### config.mk
export PLATFORM = sky130hd
export DESIGN_NAME = pdm_serializer_flat
export DESIGN_NICKNAME = d
export VERILOG_FILES = /design/src/rtl/pdm_serializer_if.sv /design/src/rtl/pdm_serializer.sv /design/src/flat_wrapper.sv
export SDC_FILE = /design/constraint.sdc
export NUM_CORES = 1
export LEC_CHECK = 0
export ABC_AREA = 0
export BUFFER_PORTS_ARGS = -buffer_cell sky130_fd_sc_hd__buf_2
export CAP_MARGIN = 5
export CORE_UTILIZATION = 45
export CTS_BUF_LIST = sky130_fd_sc_hd__clkbuf_16
export CTS_CLUSTER_SIZE = 16
export DETAILED_ROUTE_END_ITERATION = 12
export PLACE_DENSITY_LB_ADDON = 0.2
export SETUP_SLACK_MARGIN = 0.02
export SYNTH_ARGS = -nofsm -noshare
export SYNTH_HDL_FRONTEND = slang
export SYNTH_SLANG_ARGS = --single-unit
### constraint.sdc
create_clock -name HCLK -period 3.7 [get_ports HCLK]
set_input_delay 0.74 -clock HCLK [delete_from_list [all_inputs] [get_ports HCLK]]
set_output_delay 0.74 -clock HCLK [all_outputs]
set_load 0.01 [all_outputs]
### src/rtl/pdm_serializer_if.sv
// PCM sample handshake between a sample source and the PDM serializer.
interface pdm_serializer_if #(
  parameter int DATA_WIDTH = 16
);
  logic [DATA_WIDTH-1:0] pcm_data;
  logic                  pcm_valid;
  logic                  pcm_ready;

  modport master (output pcm_data, pcm_valid, input  pcm_ready);
  modport slave  (input  pcm_data, pcm_valid, output pcm_ready);
endinterface

### src/rtl/pdm_serializer.sv
// PCM-to-PDM output path: 2-entry FWFT FIFO feeding a first-order sigma-delta
// modulator that emits OVERSAMPLE bits per sample on a divided bit clock.
module pdm_serializer #(
  parameter int DATA_WIDTH      = 16,
  parameter int SYSCLK_FREQ_MHZ = 100,
  parameter int PDM_FREQ_HZ     = 2500000,
  parameter int OVERSAMPLE      = 64
) (
  input  logic              HCLK,
  input  logic              HRESET,
  input  logic              en,
  pdm_serializer_if.slave   pcm,
  output logic              pdm_clk,
  output logic              pdm_out,
  output logic              pdm_sd,
  output logic              sample_taken,
  output logic              underrun
);
  localparam int HALF_PERIOD = SYSCLK_FREQ_MHZ * 1000000 / (2 * PDM_FREQ_HZ);
  localparam int DIV_W       = $clog2(HALF_PERIOD + 1);
  localparam int BIT_W       = $clog2(OVERSAMPLE + 1);

  typedef enum logic {IDLE, RUN} state_t;

  state_t                state;
  logic [DIV_W-1:0]      div_cnt;
  logic [BIT_W-1:0]      bit_cnt;
  logic [DATA_WIDTH-1:0] acc;
  logic [DATA_WIDTH-1:0] cur_sample;
  logic [DATA_WIDTH-1:0] mem [2];
  logic                  wr_ptr, rd_ptr;
  logic [1:0]            count;

  logic                  push, pop, tc, bit_evt, frame_start;
  logic [1:0]            count_nxt;
  logic [DATA_WIDTH-1:0] smp, u;
  logic [DATA_WIDTH:0]   sum;

  always_comb begin
    push        = pcm.pcm_valid & pcm.pcm_ready;
    tc          = (div_cnt == DIV_W'(HALF_PERIOD - 1));
    bit_evt     = (state == RUN) && en && tc && pdm_clk;
    frame_start = bit_evt && (bit_cnt == '0);
    // pop decision uses the pre-push count, so a push into an empty FIFO is kept
    pop         = frame_start && (count != 2'd0);
    count_nxt   = count + {1'b0, push} - {1'b0, pop};
    smp         = pop ? mem[rd_ptr] : cur_sample;
    u           = {~smp[DATA_WIDTH-1], smp[DATA_WIDTH-2:0]};
    sum         = {1'b0, acc} + {1'b0, u};
  end

  always_ff @(posedge HCLK) begin
    if (push) mem[wr_ptr] <= pcm.pcm_data;
  end

  always_ff @(posedge HCLK) begin
    if (HRESET) begin
      state         <= IDLE;
      div_cnt       <= '0;
      bit_cnt       <= '0;
      acc           <= '0;
      cur_sample    <= '0;
      wr_ptr        <= 1'b0;
      rd_ptr        <= 1'b0;
      count         <= 2'd0;
      pcm.pcm_ready <= 1'b1;
      pdm_clk       <= 1'b0;
      pdm_out       <= 1'b0;
      pdm_sd        <= 1'b0;
      sample_taken  <= 1'b0;
      underrun      <= 1'b0;
    end else begin
      pdm_sd        <= en;
      sample_taken  <= pop;
      underrun      <= frame_start && (count == 2'd0);
      count         <= count_nxt;
      pcm.pcm_ready <= (count_nxt != 2'd2);
      if (push) wr_ptr <= ~wr_ptr;
      if (pop)  rd_ptr <= ~rd_ptr;

      case (state)
        IDLE: begin
          div_cnt <= '0;
          bit_cnt <= '0;
          acc     <= '0;
          pdm_clk <= 1'b0;
          pdm_out <= 1'b0;
          if (en) state <= RUN;
        end
        RUN: begin
          if (!en) begin
            // cur_sample and FIFO survive a disable; everything else restarts
            state   <= IDLE;
            div_cnt <= '0;
            bit_cnt <= '0;
            acc     <= '0;
            pdm_clk <= 1'b0;
            pdm_out <= 1'b0;
          end else begin
            if (tc) begin
              div_cnt <= '0;
              pdm_clk <= ~pdm_clk;
            end else begin
              div_cnt <= div_cnt + 1'b1;
            end
            if (bit_evt) begin
              pdm_out    <= sum[DATA_WIDTH];
              acc        <= sum[DATA_WIDTH-1:0];
              cur_sample <= smp;
              bit_cnt    <= (bit_cnt == BIT_W'(OVERSAMPLE - 1)) ? '0 : bit_cnt + 1'b1;
            end
          end
        end
        default: state <= IDLE;
      endcase
    end
  end
endmodule

### src/flat_wrapper.sv
// flat-port wrapper written by rule: the top's interface ports become plain ports
module pdm_serializer_flat 
#(
  parameter int DATA_WIDTH      = 16,
  parameter int SYSCLK_FREQ_MHZ = 100,
  parameter int PDM_FREQ_HZ     = 2500000,
  parameter int OVERSAMPLE      = 64
)
  (HCLK, HRESET, en, pdm_clk, pdm_out, pdm_sd, sample_taken, underrun, pcm_pcm_data, pcm_pcm_valid, pcm_pcm_ready);
  pdm_serializer_if #(.DATA_WIDTH(DATA_WIDTH)) pcm_i ();
  input  logic HCLK;
  input  logic HRESET;
  input  logic en;
  output logic pdm_clk;
  output logic pdm_out;
  output logic pdm_sd;
  output logic sample_taken;
  output logic underrun;
  input wire logic [$bits(pcm_i.pcm_data)-1:0] pcm_pcm_data;
  input wire logic [$bits(pcm_i.pcm_valid)-1:0] pcm_pcm_valid;
  output wire logic [$bits(pcm_i.pcm_ready)-1:0] pcm_pcm_ready;
  assign pcm_i.pcm_data = pcm_pcm_data;
  assign pcm_i.pcm_valid = pcm_pcm_valid;
  assign pcm_pcm_ready = pcm_i.pcm_ready;
  pdm_serializer #(.DATA_WIDTH(DATA_WIDTH), .SYSCLK_FREQ_MHZ(SYSCLK_FREQ_MHZ), .PDM_FREQ_HZ(PDM_FREQ_HZ), .OVERSAMPLE(OVERSAMPLE)) u_core (.HCLK(HCLK), .HRESET(HRESET), .en(en), .pcm(pcm_i), .pdm_clk(pdm_clk), .pdm_out(pdm_out), .pdm_sd(pdm_sd), .sample_taken(sample_taken), .underrun(underrun));
endmodule
==> results of run 1 <==
-- cell usage in the layout (no fill, tap or decap), types with 3 or more instances in the layout --
cell / count
sky130_fd_sc_hd__a211oi_1: 3
sky130_fd_sc_hd__a21o_1: 3
sky130_fd_sc_hd__a21oi_1: 30
sky130_fd_sc_hd__a21oi_2: 11
sky130_fd_sc_hd__and2b_1: 10
sky130_fd_sc_hd__and3_1: 6
sky130_fd_sc_hd__buf_2: 25
sky130_fd_sc_hd__buf_4: 15
sky130_fd_sc_hd__clkbuf_16: 9
sky130_fd_sc_hd__clkinv_4: 3
sky130_fd_sc_hd__dfxtp_1: 55
sky130_fd_sc_hd__edfxtp_1: 32
sky130_fd_sc_hd__ha_1: 24
sky130_fd_sc_hd__inv_1: 10
sky130_fd_sc_hd__mux2i_1: 17
sky130_fd_sc_hd__nand2_1: 41
sky130_fd_sc_hd__nand3_1: 9
sky130_fd_sc_hd__nor2_1: 41
sky130_fd_sc_hd__nor2b_1: 8
sky130_fd_sc_hd__nor3_1: 5
sky130_fd_sc_hd__o2111ai_1: 3
sky130_fd_sc_hd__o21ai_0: 12
sky130_fd_sc_hd__xnor2_1: 9
sky130_fd_sc_hd__xor2_1: 14
-- layer usage --
layer | part of all wire [%] | GRT usage, %
met2 | 47 | 27.3
met3 | 4.2 | 4.53
met5 | 0 | 0
met1 | 47 | 21.3
met4 | 1.4 | 6.31
-- worst max path at each step --
stage / slack [ns] / from / to
after floorplan: 0.26 / en / u_core.acc[15]$_SDFFE_PP0P_
after global placement: 0.05 / en / u_core.pdm_out$_SDFFE_PP0P_
after detailed placement: -0.0005 / en / u_core.pdm_out$_SDFFE_PP0P_
after CTS: 0.08 / u_core.div_cnt[0]$_SDFF_PP0_ / u_core.pdm_out$_SDFFE_PP0P_
after global routing: -0.02 / u_core.div_cnt[0]$_SDFF_PP0_ / u_core.pdm_out$_SDFFE_PP0P_
final: 0.18 / u_core.div_cnt[0]$_SDFF_PP0_ / u_core.pdm_out$_SDFFE_PP0P_
-- synthesized netlist by cell type, types with 2 or more instances --
master | instances | area (um2)
sky130_fd_sc_hd__a211oi_1 | 3 | 22.5
sky130_fd_sc_hd__o2111ai_1 | 3 | 26.3
sky130_fd_sc_hd__ha_1 | 25 | 313
sky130_fd_sc_hd__and2_1 | 2 | 12.5
sky130_fd_sc_hd__nor3_1 | 5 | 25.0
sky130_fd_sc_hd__a211o_1 | 2 | 17.5
sky130_fd_sc_hd__buf_2 | 4 | 20.0
sky130_fd_sc_hd__nor2b_1 | 8 | 50.1
sky130_fd_sc_hd__or3_1 | 2 | 12.5
sky130_fd_sc_hd__buf_6 | 2 | 22.5
sky130_fd_sc_hd__and3_1 | 6 | 37.5
sky130_fd_sc_hd__dfxtp_1 | 55 | 1100
sky130_fd_sc_hd__or2_2 | 2 | 12.5
sky130_fd_sc_hd__o21ai_0 | 12 | 60.1
sky130_fd_sc_hd__nor2_1 | 41 | 154
sky130_fd_sc_hd__inv_1 | 10 | 37.5
sky130_fd_sc_hd__xnor2_1 | 9 | 78.8
sky130_fd_sc_hd__clkbuf_1 | 7 | 26.3
sky130_fd_sc_hd__nand4_1 | 2 | 12.5
sky130_fd_sc_hd__edfxtp_1 | 32 | 961
sky130_fd_sc_hd__a21oi_2 | 10 | 87.6
sky130_fd_sc_hd__xor2_1 | 14 | 123
sky130_fd_sc_hd__nand2_1 | 41 | 154
sky130_fd_sc_hd__a21oi_1 | 31 | 155
sky130_fd_sc_hd__and4_1 | 2 | 17.5
sky130_fd_sc_hd__mux2i_1 | 17 | 170
sky130_fd_sc_hd__o21ai_1 | 2 | 10.0
sky130_fd_sc_hd__buf_4 | 2 | 15.0
sky130_fd_sc_hd__nand3_1 | 9 | 45.0
sky130_fd_sc_hd__and2b_1 | 10 | 75.1
sky130_fd_sc_hd__a21o_1 | 3 | 22.5
-- kinds of logic (layout without fill, tap and decap cells) --
| group | Yosys count | count (layout) | share of synthesized area [%] |
|---|---|---|---|
| AOI/OAI and AO/OA | 78 | 78 | 12.3 |
| xor gates and xnor gates | 23 | 23 | 4.94 |
| adders and majority gates | 26 | 26 | 8.17 |
| buffers and inverters | 26 | 67 | 3.07 |
| DFF | 87 | 87 | 50.6 |
| muxes | 17 | 17 | 4.18 |
| and+or+nand+nor | 136 | 137 | 16.7 |
-- power breakdown --
part | leakage [uW] | total, uW | internal (uW) | switching [uW]
Clock | 0.000135 | 821 | 454 | 367
Sequential | 0.000744 | 1040 | 1030 | 9.76
Combinational | 0.00102 | 75.3 | 25.1 | 50.2
Total | 0.00189 | 1940 | 1510 | 427
-- worst max-delay path, stage by stage (launching register included) --
cell                       delay (ns)
sky130_fd_sc_hd__dfxtp_1         0.35
sky130_fd_sc_hd__ha_1            0.23
sky130_fd_sc_hd__and4bb_2        0.30
sky130_fd_sc_hd__and2_1          0.20
sky130_fd_sc_hd__nand3_4         0.15
sky130_fd_sc_hd__nor2_8          0.18
sky130_fd_sc_hd__buf_12          0.18
sky130_fd_sc_hd__nor2_1          0.06
sky130_fd_sc_hd__a21oi_1         0.23
sky130_fd_sc_hd__ha_2            0.38
sky130_fd_sc_hd__nand2_1         0.07
sky130_fd_sc_hd__nor2_1          0.04
sky130_fd_sc_hd__a211oi_1        0.37
sky130_fd_sc_hd__o21ai_2         0.13
sky130_fd_sc_hd__a211o_1         0.31
sky130_fd_sc_hd__a21oi_1         0.14
sky130_fd_sc_hd__a21oi_1         0.07
-- flip-flops by register name (all words and copies together) (netlist names), 2 cells and up, named ones only --
signal,cells
u_core.div_cnt,5
u_core.count,2
u_core.cur_sample,16
u_core.mem,32
u_core.acc,16
u_core.bit_cnt,7
-- cell type report --
cell class / instances / area, um2
clock buffers: 9 / 225
repair buffers: 41 / 258
flip-flops and latches: 87 / 2060
inverters: 10 / 37.5
clock inverters: 7 / 47.5
well taps: 108 / 135
fillers: 785 / 4080
multi-input cells: 281 / 1910
-- timing repair --
item / in CTS / in global routing
endpoints found under the setup margin: 0 / 7
resized for setup: 0 / 5
buffers inserted: 0 / 2
endpoints found under the hold margin: 0 / 0
-- metrics by stage --
stage,utilization [%],hold slack [ns],total power [uW],instances
2_1_floorplan,-,0.418,1100,393
3_3_place_gp,49.8,0.435,1130,524
3_5_place_dp,49.8,0.445,1140,524
4_1_cts,52.9,0.459,1950,540
5_1_grt,53.4,0.478,2000,543
6_report,53.4,0.452,1940,543
==> metrics.log, run 1 <==
[metrics] ant diodes: 0
[metrics] Syn. warnings: 0
[metrics] Residual DRC: 0
[metrics] horizontal extent of the die: 97.1 um
[metrics] maximum buffer depth of the clock tree: 2
[metrics] worst reg2reg path startpoint: u_core.div_cnt[0]$_SDFF_PP0_
[metrics] Port Buf Inserts: 25
[metrics] count of cells along the worst hold path: 1
[metrics] # nets final: between 400 and 500
[metrics] count of state elements after synthesis: 87
[metrics] worst ir drop on vdd: 240 uV
[metrics] clock latency at the later pin of the worst-skew pair: 0.34 ns
[metrics] Post-DP Area: 0.00436 mm2
[metrics] Post-synth EDFFs: 32
[metrics] Initial Util: 46.5%
[metrics] level count of the clock H-tree: 3
[metrics] Synth Net Count: 439
[metrics] slew of the pin with the lowest slew margin: 0.768 ns
[metrics] post-detailed-route via-to-cell ratio: 5.22
[metrics] weighted congestion at the end of routability-driven global placement: 0.863
[metrics] fraction of the yosys area taken by sequential cells: about half
[metrics] gr ovfl total: 0
[metrics] DRT Wirelength: 7620 um
[metrics] clock transition at the registers of the reported paths: 0.06 ns
[metrics] Gate Count Post-Synth: around 390
[metrics] max capacitance violation total: 0
[metrics] root buffer selected by CTS: sky130_fd_sc_hd__clkbuf_16
[metrics] Design Area, Final: 0.00468 mm2
[metrics] hold-critical path endpoint: u_core.div_cnt[0]$_SDFF_PP0_
[metrics] Worst Clk Skew: slightly above 0.005 ns
[metrics] biggest fanout along the worst timing path: 22
[metrics] initial antenna violation count: 0
[metrics] Fmax achieved: approximately 0.28 GHz
[metrics] overall routing resource usage: 16.8%
[metrics] floorplan die height: approximately 97 um
[metrics] Core Region: 0.00876 mm2
[metrics] global-route wire length before repair: between 10,000 and 15,000 um
[metrics] final hold viol count: 0
[metrics] Static Leak: 0.00189 uW
[metrics] std cell rows: 34
[metrics] Detailed Routing Iterations Pass 1: 5
[metrics] worst-case setup slack after placement: -0.000522 ns
[metrics] post-synthesis cell type count: 51
[metrics] final worst-path cycle share: ~95%
[metrics] clock sink count: 87
[metrics] Crit Path Category: reg2reg
[metrics] Async S/R FF share, synth: 0%
[metrics] TritonCTS clock tree: built
[metrics] maximum number of pins on one net before global-route repair: 29
[metrics] number of nets with antenna violations after routing: 0
[metrics] average detailed-routed wire length per instance: 14.0 um
[metrics] hold path startpoint: u_core.div_cnt[0]$_SDFF_PP0_
[metrics] pins over their slew limit: 0
[metrics] vias in the first global route: 2,764
[metrics] R2R Setup Slk: 0.18 ns
[metrics] synthesis-to-finish area growth: 14.9%
[metrics] Final HPWL DP: 5250 um
[metrics] IO Pins: 26
[metrics] run status: finished clean
[metrics] type of the most critical hold path: reg2reg
[metrics] endpoint of the worst register-to-register path: u_core.pdm_out$_SDFFE_PP0P_
[metrics] CP arrival: 3.73 ns
[metrics] category of the worst setup path capture point: register
[metrics] critical path required time: roughly 3.9 ns
[metrics] unrepaired setup endpoints after global routing: yes
[metrics] Mapped Avg Cell Area: just over 10 um2
[metrics] prevailing post-synth register cell: sky130_fd_sc_hd__dfxtp_1
[metrics] worst slew margin relative to its limit: about half
[metrics] die area: 0.00944 mm2
[metrics] detailed router's first-iteration violation count: 83
[metrics] power per cell area: roughly 410 mW/mm2
[metrics] cts bufs inserted: 9
[metrics] number of vias in the routed layout: 2,834
[metrics] setup TNS after final layout: 0 ns
[metrics] number of buffers inserted for hold repair after clock tree synthesis: 0
[metrics] Worst Setup Slack, final: about 0.18 ns
[metrics] shortest clock period the worst path allows after layout: 3.52 ns
[metrics] Syn Std Cell Area: just over 0.004 mm2
[metrics] Finish-stage setup viols: 0
[metrics] Worst Setup Start Kind: register
[metrics] number of cells traversed by the worst register-to-register path: 16
[metrics] ratio of cells with drive above 1 in the final layout: 17.5%
(Power assumes the default switching activity.)
==> run 2, diff against run 1 <==
- CORE_ASPECT_RATIO: unset -> 1.75
==> run 2 against run 1 <==
Effect of this change:
- combinational power increased by 3%
- critical path type unchanged
- critical endpoint is now u_core.acc[9]$_SDFFE_PP0P_
- global-route usage increased by 2.4 points
- wire length up 9.5%
- fmax increased by 3.0%
- sequential power barely moved
==> metrics.log, run 2 (synthesis gave the netlist of run 1 again) <==
[metrics] run status: finished clean
[metrics] global-route wire length before repair: 13,300 um
[metrics] ratio of cells with drive above 1 in the final layout: 18.1%
[metrics] die area: between 0.009 and 0.01 mm2
[metrics] cts bufs inserted: 9
[metrics] # nets final: 477
[metrics] maximum number of pins on one net before global-route repair: 29
[metrics] number of nets with antenna violations after routing: 0
[metrics] CP arrival: around 3.6 ns
[metrics] IO Pins: 26
[metrics] largest registers: u_core.mem (32), u_core.acc (16), u_core.cur_sample (16)
[metrics] Residual DRC: 0
[metrics] floorplan die height: around 130 um
[metrics] Static Leak: 0.00190 uW
[metrics] Initial Util: 46.7%
[metrics] most frequent standard cell in the layout excluding fill and tap cells: sky130_fd_sc_hd__dfxtp_1
[metrics] worst ir drop on vdd: 347 uV
[metrics] final worst-path cycle share: 92.3%
[metrics] detailed router's first-iteration violation count: ~130
[metrics] root buffer selected by CTS: sky130_fd_sc_hd__clkbuf_16
[metrics] largest register by flop count: u_core.mem
[metrics] Fmax achieved: a little under 0.3 GHz
[metrics] core occupancy in the finished layout: 53.9%
[metrics] setup TNS after final layout: 0 ns
[metrics] maximum buffer depth of the clock tree: 2
[metrics] overall routing resource usage: 19.2%
[metrics] max capacitance violation total: 0
[metrics] Fillers: 760
[metrics] weighted congestion at the end of routability-driven global placement: 0.906
[metrics] type of the most critical hold path: reg2reg
[metrics] post-detailed-route via-to-cell ratio: about 5.2
[metrics] std cell rows: 45
[metrics] Core Region: 0.00873 mm2
[metrics] power per cell area: 413 mW/mm2
[metrics] vias in the first global route: 2,791
[metrics] category of the worst setup path capture point: register
[metrics] Critical Path, Cell by Cell: ha_1, and4bb_2, and2_1, nand3_4, nor2_8, nand2_1, o21ai_1, inv_1, ha_1, a21o_1, and4_1, o21ai_1, a21oi_1, a31oi_1, xor2_1, o21ai_0
[metrics] average detailed-routed wire length per instance: 15.1 um
[metrics] ant diodes: 0
[metrics] worst slew margin relative to its limit: 46.9%
[metrics] final hold viol count: 0
[metrics] initial antenna violation count: 0
[metrics] Detailed Routing Iterations Pass 1: 4
[metrics] synthesis-to-finish area growth: 15.6%
[metrics] Crit Path Category: reg2reg
[metrics] horizontal extent of the die: 73.9 um
[metrics] clock latency at the later pin of the worst-skew pair: 0.34 ns
[metrics] clock sink count: between 80 and 90
[metrics] Finish-stage setup viols: 0
[metrics] commonest cells after routing, fill and taps aside: sky130_fd_sc_hd__dfxtp_1 (55), sky130_fd_sc_hd__nand2_1 (41), sky130_fd_sc_hd__nor2_1 (41), sky130_fd_sc_hd__edfxtp_1 (32), sky130_fd_sc_hd__a21oi_1 (27)
[metrics] critical path required time: about 4 ns
[metrics] Port Buf Inserts: 25
[metrics] slew of the pin with the lowest slew margin: 0.797 ns
[metrics] Final HPWL DP: just under 6000 um
[metrics] Worst Setup Start Kind: register
[metrics] gr ovfl total: 0
[metrics] pins over their slew limit: 0
[metrics] Largest stage delay, worst path: 0.35 ns
[metrics] level count of the clock H-tree: 3
[metrics] Worst Clk Skew: 0.00635 ns
[metrics] DRT Wirelength: 8340 um
[metrics] unrepaired setup endpoints after global routing: no
[metrics] worst-path cell with the longest stage delay: sky130_fd_sc_hd__dfxtp_1
[metrics] max FFs per register: 32
[metrics] number of vias in the routed layout: 2,902
[metrics] shortest clock period the worst path allows after layout: 3.41 ns
[metrics] clock transition at the registers of the reported paths: 0.06 ns
[metrics] biggest fanout along the worst timing path: 8
[metrics] TritonCTS clock tree: built
run 2: cell types whose count changed in the layout (fill, tap and decap cells not counted), sizes merged:
| cell | change |
|---|---|
| buf | +1 |
| inv | +2 |
| clkinvlp | +3 |
| clkinv | -5 |
run 2: final timing paths:
path | from | end | slack [ns] | cells after the start
max | u_core.div_cnt[0]$_SDFF_PP0_ | u_core.acc[9]$_SDFFE_PP0P_ | 0.29 | 16
min reg2reg | u_core.count[0]$_SDFF_PP0_ | u_core.underrun$_SDFF_PP0_ | 0.45 | 1
min | u_core.count[0]$_SDFF_PP0_ | u_core.underrun$_SDFF_PP0_ | 0.45 | 1
max reg2reg | u_core.div_cnt[0]$_SDFF_PP0_ | u_core.acc[9]$_SDFFE_PP0P_ | 0.29 | 16
run 2: layout make-up:
class	count	area [um2]	share of cell area (%)
sequential	87	2060	43.8
multi-input combinational	281	1920	40.9
timing repair buffer	42	265	5.63
clock buffer	9	225	4.78
tap	117	146	3.11
clock inverter	7	47.5	1.01
inverter	10	37.5	0.797
run 2: power by group:
group / leakage [uW] / internal [uW] / total (uW) / switching (uW)
registers: 0.000744 / 1030 / 1040 / 10.0
clock network: 0.000127 / 454 / 829 / 374
logic: 0.00102 / 25.2 / 77.2 / 52.0
total: 0.00190 / 1510 / 1950 / 436
run 2: layer usage:
metal | up-vias | share of wire (%) | wire, um | track usage (%)
li1 | 1464 | - | - | -
met1 | 1389 | 37 | 3130 | 19.8
met2 | 37 | 59 | 4880 | 35.8
met3 | 12 | 2.4 | 199 | 3.85
met4 | 0 | 1.6 | 133 | 8.26
met5 | - | 0 | 0 | 0
run 2: worst max-delay path, delay by kind of cell (launching register included):
family	cells	cell delay, ns
XOR/XNOR	1	0.19
buffers and inverters	1	0.07
AND/OR/NAND/NOR	6	1.14
flip-flops	1	0.35
AO/OA/AOI/OAI	6	1.07
adder cells (fa/ha/maj)	2	0.48
run 2: metrics by stage:
step / power (uW) / instance area [um2] / setup slack (ns) / hold WS (ns) / cells
2_1_floorplan: 1100 / 4070 / 0.259 / 0.418 / 393
3_3_place_gp: 1130 / 4380 / 0.0110 / 0.437 / 534
3_5_place_dp: 1140 / 4380 / -0.0341 / 0.442 / 534
4_1_cts: 1960 / 4660 / 0.0405 / 0.450 / 550
5_1_grt: 2010 / 4710 / 0.0257 / 0.470 / 553
6_report: 1950 / 4710 / 0.286 / 0.447 / 553
run 2: timing repair:
action	CTS	global route
gates cloned	0	1
pin swaps	0	1
endpoints found under the setup margin	2	9
setup buffers	0	2
hold buffers	0	0
resized for setup	1	7
==> run 3, diff against run 2 <==
- MAX_ROUTING_LAYER: unset -> met4
==> run 3 against run 2 <==
Effect of this change:
- clock-buffer cell count unchanged
- flip-flop and latch count unchanged
- highest routed layer unchanged
- cell area down 0.11%
- sequential power about the same
- fmax up 0.73%
- register-to-register slack better by 0.02 ns
- largest power group unchanged
- clock skew about the same
==> metrics.log, run 3 (synthesis gave the netlist of run 1 again) <==
[metrics] run status: finished clean
[metrics] Worst Setup Start Kind: register
[metrics] detailed router's first-iteration violation count: 96
[metrics] shortest clock period the worst path allows after layout: 3.39 ns
[metrics] Static Leak: approximately 0.0019 uW
[metrics] Initial Util: 46.7%
[metrics] average detailed-routed wire length per instance: 14.7 um
[metrics] Finish-stage setup viols: 0
[metrics] power per cell area: 416 mW/mm2
[metrics] max FFs per register: 32
[metrics] worst ir drop on vdd: roughly 340 uV
[metrics] max capacitance violation total: 0
[metrics] final hold viol count: 0
[metrics] die area: roughly 0.0095 mm2
[metrics] Residual DRC: 0
[metrics] vias in the first global route: 2,797
[metrics] critical path required time: 3.93 ns
[metrics] pins over their slew limit: 0
[metrics] Crit Path Category: reg2reg
[metrics] floorplan die height: 128 um
[metrics] commonest cells after routing, fill and taps aside: sky130_fd_sc_hd__dfxtp_1 (55), sky130_fd_sc_hd__nand2_1 (41), sky130_fd_sc_hd__nor2_1 (41), sky130_fd_sc_hd__edfxtp_1 (32), sky130_fd_sc_hd__a21oi_1 (29)
[metrics] synthesis-to-finish area growth: 15.4%
[metrics] unrepaired setup endpoints after global routing: no
[metrics] root buffer selected by CTS: sky130_fd_sc_hd__clkbuf_16
[metrics] cts bufs inserted: 9
[metrics] TritonCTS clock tree: built
[metrics] largest registers: u_core.mem (32), u_core.acc (16), u_core.cur_sample (16)
[metrics] Final HPWL DP: 5920 um
[metrics] weighted congestion at the end of routability-driven global placement: just under 0.9
[metrics] maximum number of pins on one net before global-route repair: 29
[metrics] Fillers: roughly 800
[metrics] Detailed Routing Iterations Pass 1: 4
[metrics] number of buffers inserted for hold repair after clock tree synthesis: 0
[metrics] number of vias in the routed layout: around 2,900
[metrics] ant diodes: 0
[metrics] Design Area, Final: between 0.004 and 0.005 mm2
[metrics] most frequent standard cell in the layout excluding fill and tap cells: sky130_fd_sc_hd__dfxtp_1
[metrics] number of nets with antenna violations after routing: 0
[metrics] power consumption: a little under 2000 uW
[metrics] category of the worst setup path capture point: register
[metrics] ratio of cells with drive above 1 in the final layout: 17.7%
[metrics] clock sink count: 87
[metrics] Fmax achieved: 0.295 GHz
[metrics] Largest stage delay, worst path: 0.37 ns
[metrics] Core Region: roughly 0.0087 mm2
[metrics] slew of the pin with the lowest slew margin: 0.757 ns
[metrics] horizontal extent of the die: 73.9 um
[metrics] # nets final: between 400 and 500
[metrics] overall routing resource usage: 19.9%
[metrics] initial antenna violation count: 0
[metrics] setup TNS after final layout: 0 ns
[metrics] worst-path cell with the longest stage delay: sky130_fd_sc_hd__dfxtp_1
[metrics] Port Buf Inserts: 25
[metrics] maximum buffer depth of the clock tree: 2
[metrics] post-detailed-route via-to-cell ratio: 5.23
[metrics] biggest fanout along the worst timing path: 15
[metrics] CP dominant cell by count: sky130_fd_sc_hd__ha_1
[metrics] Worst Clk Skew: 0.00649 ns
[metrics] final worst-path cycle share: between 90% and 100%
[metrics] Post-DP Area: 0.00439 mm2
[metrics] type of the most critical hold path: reg2reg
[metrics] global-route wire length before repair: 13,400 um
[metrics] DRT Wirelength: 8140 um
[metrics] gr ovfl total: 0
[metrics] clock latency at the later pin of the worst-skew pair: 0.34 ns
[metrics] Critical Path, Cell by Cell: ha_1, and4bb_1, and2_1, nand3_4, nor2_8, nand2_1, o21ai_1, inv_1, ha_1, a21o_1, and4_1, or2_1, a21oi_1, o311a_1, nor3_1, a211o_1
[metrics] std cell rows: 45
[metrics] IO Pins: 26
[metrics] worst slew margin relative to its limit: 49.5%
[metrics] CP arrival: 3.62 ns
[metrics] clock transition at the registers of the reported paths: about 0.07 ns
[metrics] level count of the clock H-tree: 3
[metrics] largest register by flop count: u_core.mem
## run 3: changes by cell type in the layout (fill, tap and decap cells not counted), sizes merged
cell / previous run / this run
clkinvlp: 3 / 2
inv: 13 / 14
buf: 42 / 43
nor2: 43 / 42
## run 3: final timing paths
| path | from | slack, ns | depth (start not counted) | to |
|---|---|---|---|---|
| worst min-delay path | u_core.count[0]$_SDFF_PP0_ | 0.44 | 1 | u_core.underrun$_SDFF_PP0_ |
| worst max-delay path | u_core.div_cnt[0]$_SDFF_PP0_ | 0.31 | 16 | u_core.acc[15]$_SDFFE_PP0P_ |
| worst max register to register | u_core.div_cnt[0]$_SDFF_PP0_ | 0.31 | 16 | u_core.acc[15]$_SDFFE_PP0P_ |
| worst min register to register | u_core.count[0]$_SDFF_PP0_ | 0.44 | 1 | u_core.underrun$_SDFF_PP0_ |
## run 3: layout make-up
type	count	area, um2	area share [%]
Sequential cell	87	2060	43.8
Multi-Input combinational cell	280	1910	40.5
Timing Repair Buffer	43	273	5.80
Clock buffer	9	225	4.79
Tap cell	117	146	3.11
Clock inverter	7	53.8	1.14
Inverter	10	37.5	0.798
## run 3: report_power, final
| part | internal, uW | switching (uW) |
|---|---|---|
| clock | 462 | 382 |
| sequential | 1030 | 9.92 |
| combinational | 25.0 | 49.0 |
| total | 1520 | 441 |
## run 3: routing by layer
metal / global-route usage (%) / routed length, um
met5: - / 0
met4: 9.50 / 182
met3: 3.54 / 126
met2: 35.6 / 4670
met1: 20.2 / 3160
## run 3: through the flow
stage,cells,worst slack (ns),utilization [%],hold WS (ns)
floorplan,393,0.259,-,0.418
global placement,535,-0.00508,50.3,0.437
detailed placement,535,0.00768,50.3,0.439
CTS,551,0.0337,53.5,0.446
global route,553,0.0430,53.9,0.456
finish,553,0.311,53.9,0.443
## run 3: critical path, delay by kind of cell (launching register included)
| family | cells | cell delay (ns) |
|---|---|---|
| AND/OR/NAND/NOR | 8 | 1.41 |
| AO/OA/AOI/OAI | 5 | 0.96 |
| buffers and inverters | 1 | 0.06 |
| flip-flops | 1 | 0.37 |
| adder cells (fa/ha/maj) | 2 | 0.49 |
## run 3: repair_timing
action	4_1_cts	5_1_grt
resized for setup	0	6
buffers inserted	0	2
setup endpoints to repair	0	10
